File: src/rtl/blood_sprite_reader.sv
// Pixel-side reader for the 64x64 blood-splatter sprite ROM: places the splatter around a hit
// point, addresses the ROM from the scan position and shows it for HOLD_FRAMES frames.
// Optional BLOOD_FADE_EN: halves every colour channel during the last quarter of the hold.
module blood_sprite_reader #(
    parameter int unsigned HOLD_FRAMES = 30,
    parameter int unsigned SPRITE_HALF = 32
) (
    input  logic        clk,
    input  logic        reset,
    input  logic        video_on,
    input  logic [9:0]  x,
    input  logic [9:0]  y,
    input  logic        frame_tick,
    input  logic        hit,
    input  logic [9:0]  hit_x,
    input  logic [9:0]  hit_y,
    output logic [5:0]  rom_row,
    output logic [5:0]  rom_col,
    input  logic [11:0] rom_data,
    output logic        blood_on,
    output logic [11:0] rgb_out,
    output logic        busy
);

    localparam int unsigned CntW = (HOLD_FRAMES > 1) ? $clog2(HOLD_FRAMES) : 1;
    localparam logic [CntW-1:0] CntLoad = CntW'(HOLD_FRAMES - 1);
    localparam logic [9:0] Half = 10'(SPRITE_HALF);

    typedef enum logic [1:0] {
        StIdle,
        StArmed,
        StShow
    } state_e;

    state_e          state_q, state_d;
    logic [CntW-1:0] frame_cnt_q, frame_cnt_d;
    logic [9:0]      pend_x_q, pend_x_d, pend_y_q, pend_y_d;
    logic [9:0]      org_x_q, org_x_d, org_y_q, org_y_d;
    logic            retrig_q, retrig_d;
    logic            in_box_q;
    logic            blood_on_q;
    logic [11:0]     rgb_q;

    logic [9:0]  hit_org_x, hit_org_y;
    logic [10:0] dx, dy;
    logic        in_box;
    logic        fade;
    logic        pix_on;
    logic [11:0] pix_rgb;

    // Sprite origin may not go negative, so hits near the top/left clamp to 0.
    assign hit_org_x = (hit_x < Half) ? 10'd0 : hit_x - Half;
    assign hit_org_y = (hit_y < Half) ? 10'd0 : hit_y - Half;

    always_comb begin
        state_d     = state_q;
        frame_cnt_d = frame_cnt_q;
        pend_x_d    = pend_x_q;
        pend_y_d    = pend_y_q;
        org_x_d     = org_x_q;
        org_y_d     = org_y_q;
        retrig_d    = retrig_q;

        unique case (state_q)
            StIdle: begin
                if (hit) begin
                    pend_x_d = hit_org_x;
                    pend_y_d = hit_org_y;
                    state_d  = StArmed;
                end
            end
            StArmed: begin
                if (frame_tick) begin
                    org_x_d     = pend_x_q;
                    org_y_d     = pend_y_q;
                    frame_cnt_d = CntLoad;
                    state_d     = StShow;
                    // A hit coinciding with activation is shown from the next frame on.
                    retrig_d    = hit;
                end
                if (hit) begin
                    pend_x_d = hit_org_x;
                    pend_y_d = hit_org_y;
                end
            end
            StShow: begin
                if (frame_tick) begin
                    if (retrig_q) begin
                        org_x_d     = pend_x_q;
                        org_y_d     = pend_y_q;
                        frame_cnt_d = CntLoad;
                        retrig_d    = 1'b0;
                    end else if (frame_cnt_q == '0) begin
                        state_d  = hit ? StArmed : StIdle;
                        retrig_d = 1'b0;
                    end else begin
                        frame_cnt_d = frame_cnt_q - CntW'(1);
                    end
                end
                if (hit) begin
                    pend_x_d = hit_org_x;
                    pend_y_d = hit_org_y;
                    if (state_d == StShow) begin
                        retrig_d = 1'b1;
                    end
                end
            end
            default: begin
                state_d = StIdle;
            end
        endcase
    end

    always_ff @(posedge clk or posedge reset) begin
        if (reset) begin
            state_q     <= StIdle;
            frame_cnt_q <= '0;
            pend_x_q    <= '0;
            pend_y_q    <= '0;
            org_x_q     <= '0;
            org_y_q     <= '0;
            retrig_q    <= 1'b0;
        end else begin
            state_q     <= state_d;
            frame_cnt_q <= frame_cnt_d;
            pend_x_q    <= pend_x_d;
            pend_y_q    <= pend_y_d;
            org_x_q     <= org_x_d;
            org_y_q     <= org_y_d;
            retrig_q    <= retrig_d;
        end
    end

    // Position relative to the sprite origin; bits above 5 set means outside 0..63.
    assign dx      = {1'b0, x} - {1'b0, org_x_q};
    assign dy      = {1'b0, y} - {1'b0, org_y_q};
    assign rom_row = dy[5:0];
    assign rom_col = dx[5:0];
    assign in_box  = video_on && (state_q == StShow) && (dx[10:6] == 5'd0) &&
                     (dy[10:6] == 5'd0);

`ifdef BLOOD_FADE_EN
    localparam logic [CntW-1:0] FadeThr = CntW'(HOLD_FRAMES / 4);
    assign fade = (state_q == StShow) && (frame_cnt_q < FadeThr);
`else
    assign fade = 1'b0;
`endif

    assign pix_on  = in_box_q && (rom_data != 12'h000);
    assign pix_rgb = fade ? {1'b0, rom_data[11:9], 1'b0, rom_data[7:5], 1'b0, rom_data[3:1]}
                          : rom_data;

    always_ff @(posedge clk or posedge reset) begin
        if (reset) begin
            in_box_q   <= 1'b0;
            blood_on_q <= 1'b0;
            rgb_q      <= 12'h000;
        end else begin
            in_box_q   <= in_box;
            blood_on_q <= pix_on;
            rgb_q      <= pix_on ? pix_rgb : 12'h000;
        end
    end

    assign blood_on = blood_on_q;
    assign rgb_out  = rgb_q;
    assign busy     = (state_q != StIdle);

endmodule

File: config.mk
export PLATFORM = sky130hd
export DESIGN_NAME = blood_sprite_reader
export DESIGN_NICKNAME = d
export VERILOG_FILES = /design/src/rtl/blood_sprite_reader.sv
export SDC_FILE = /design/constraint.sdc
export NUM_CORES = 1
export LEC_CHECK = 0
export ABC_AREA = 1
export ABC_CLOCK_PERIOD_IN_PS = 2200
export CAP_MARGIN = 20
export CORE_MARGIN = 2
export CORE_UTILIZATION = 50
export DETAILED_ROUTE_END_ITERATION = 6
export MAX_ROUTING_LAYER = met4
export PLACE_DENSITY_LB_ADDON = 0.1
export SLEW_MARGIN = 20
export SYNTH_ARGS = -nofsm -noshare
export SYNTH_HDL_FRONTEND = slang
export SYNTH_SLANG_ARGS = --single-unit
File: constraint.sdc
create_clock -name clk -period 2.2 [get_ports clk]
set_input_delay 0.33 -clock clk [delete_from_list [all_inputs] [get_ports clk]]
set_output_delay 0.33 -clock clk [all_outputs]
set_load 0.01 [all_outputs]
==> results.toml <==
[run_status]
status = "completed"

[timing]
max_slew.worst_pin.slew_ns = 0.783
fin_tns_setup_ns = 0
timing.final.crit_share_pct = 98.4
fin_crit_ns = 2.17
max_clock_freq_mhz = 462
hold_viol_final = 0
setup_viol = 0
slew_viol_final = 0
skew_ns = 0.00846
slew_headroom_pct = 47.5

[global_routing]
grt_start_max_net_pins = 45
grt_pass1_vias = 2980
antenna_found_initial = 0
grt_pass1_wl_mm = 12.8
track_usage_pct = 21.4
grt.overflow.total = 0

[clock_tree]
clock-root-buffer = "clkbuf_8"
clk_pin_slew_ns = 0.07
cts_inserted_buffers = 9
clkSinkCount = 62
cts_tree = "built"
clock_path_buffers = 2
h-tree-depth = 3
clk_latency_ns = 0.33

[placement]
gp_congestion = 0.885
dpl_cell_area_um2 = 4740
portBuffers = 82
dp.final_hpwl_mm = 6.14

[power_and_ir_drop]
power.density_nw_per_um2 = 1100
ir_drop_v = 0.000850
p_leak_uw = 0.00256
fin_total_pwr_uw = 5520

[critical_path]
path_max_fanout = 3
worstSetupStartpointType = "input port"
path_class = "input port to output port"
crit_slowest_cell = "clkdlybuf4s50_1"
end_kind = "output port"
arrival_ns = 1.84
timing.critical_path.cells = "clkdlybuf4s50_1 -> ha_1 -> buf_4 -> a21oi_1 -> nand2_2 -> xor2_1 -> buf_2"
required_ns = 1.87
critPathMaxStageDelay_ns = 0.40

[cells_and_area]
diodes = 0
fin_area_um2 = 5000
final_util_pct = 70.1
final_cell_mix = "inv_1, nand2_1, clkdlybuf4s50_1"
nNetsFinal = 649
synthToLayoutAreaGrowth_pct = 38.1
final_common_cell = "inv_1"
drive_gt1_share_pct = 15.6

[logic_synthesis]
synth_nets = 534
ys_seq_area_share_pct = 42.8
async_flop_share_pct = 100
synth_ff_type = "dfrtp_1"
synth.cell_area_um2 = 3620
synth_edf_count = 0
synthTopCellsByArea = "dfrtp_1, inv_1, nand2_1"
yosys.area.top_type = "dfrtp_1"
syn_area_per_cell_um2 = 8.03
synth_seq_cells = 62
synth_top_area_share_pct = 42.8
syn_inst = 451
yosysWarnings = 0
ys_types = 34

[routing]
viasPerCell = 4.78
vias = 3196
drt-total-wl_mm = 7.90
dr.pass1.iters = 4
drt_iter0_markers = 105
routedWlPerCell_um = 11.8
drc = 0
antenna_left = 0

[die]
core_um2 = 7140
dieWidth_um = 89.1
dieArea_um2 = 7940
start_util_pct = 50.7
num_rows = 31
chipHeight_um = 89.1
ioPinCount = 83

[worst_hold_path]
hold_class = "input port to asynchronous set/reset pin"

[flow_run]
cap_violations = 0
worst max-delay path: cells and delay by family:
family                   cells  cell delay (ns)
XOR/XNOR                     1             0.20
buffers and inverters        3             0.72
adder cells (fa/ha/maj)      1             0.32
AO/OA/AOI/OAI                1             0.16
AND/OR/NAND/NOR              1             0.10
report_power, final:
part	switching, uW	internal, uW
logic	1610	1290
registers	186	1470
clock network	413	544
total	2210	3300
per-layer routing:
layer,GRT usage (%),vias to the layer above,part of all wire [%]
met5,-,-,0
met4,6.51,0,1.4
met3,3.51,10,3.5
met2,33.9,66,49
met1,28.3,1479,46
li1,-,1641,-
path summary, 6_finish.rpt:
| path | start | end | slack (ns) | depth (start not counted) |
|---|---|---|---|---|
| worst max-delay path | x[3] | rom_col[4] | 0.03 | 7 |
| worst min-delay path | reset | rgb_out[2] | 0.31 | 2 |
| worst max register to register | org_y_q[0] | in_box_q | 0.24 | 13 |
| worst min register to register | org_y_q[7] | org_y_q[7] | 0.49 | 2 |
| max in group asynchronous | reset | org_x_q[7] | 1.34 | 3 |
| min in group clk | org_y_q[7] | org_y_q[7] | 0.49 | 2 |
logic make-up after synthesis:
family	count (synthesis)	synth area share, %
buf+inv	117	12.8
simple gates	160	19.9
flops	62	42.8
fa+ha+maj	26	9.40
compound gates	71	11.4
xor+xnor	15	3.63
layout make-up:
type / count / area (um2)
clock buffer: 11 / 141
clock inverter: 4 / 47.5
fill: 628 / 2140
inverter: 110 / 413
multi-input combinational: 272 / 1710
sequential: 62 / 1550
tap: 99 / 124
timing repair buffer: 111 / 1010
cells in the mapped netlist (3+ instances only):
master and count:
xnor2_1 6, o21ai_0 10, inv_2 3, inv_1 107
xor2_1 9, ha_1 24, nand2_1 85, nor3_1 3
nor2_1 35, dfrtp_1 62, o21ai_1 20, nand3b_1 3
a21oi_1 13, nand3_1 18, nand4_1 7, o22ai_1 20
stage by stage:
step / hold slack (ns) / std cells / setup slack, ns
finish: 0.305 / 669 / 0.0345
global route: 0.361 / 669 / -0.0158
CTS: 0.306 / 669 / 0.00413
detailed placement: 0.479 / 653 / -0.432
global placement: 0.472 / 653 / -0.375
floorplan: 0.433 / 451 / 0.329
what timing repair did:
item	in CTS	in global routing
hold buffers	0	0
cloned	0	0
setup buffers	1	0
pin swaps	3	10
resized for setup	39	22
endpoints found under the setup margin	10	10
registers in the layout, indices dropped and copies added (netlist names):
register	cells
rgb_out	12
org_x_q	10
org_y_q	10
pend_x_q	10
pend_y_q	10
frame_cnt_q	5
state_q	2
blood_on	1
in_box_q	1
retrig_q	1
No activity file was read; power rests on OpenSTA's default activity.
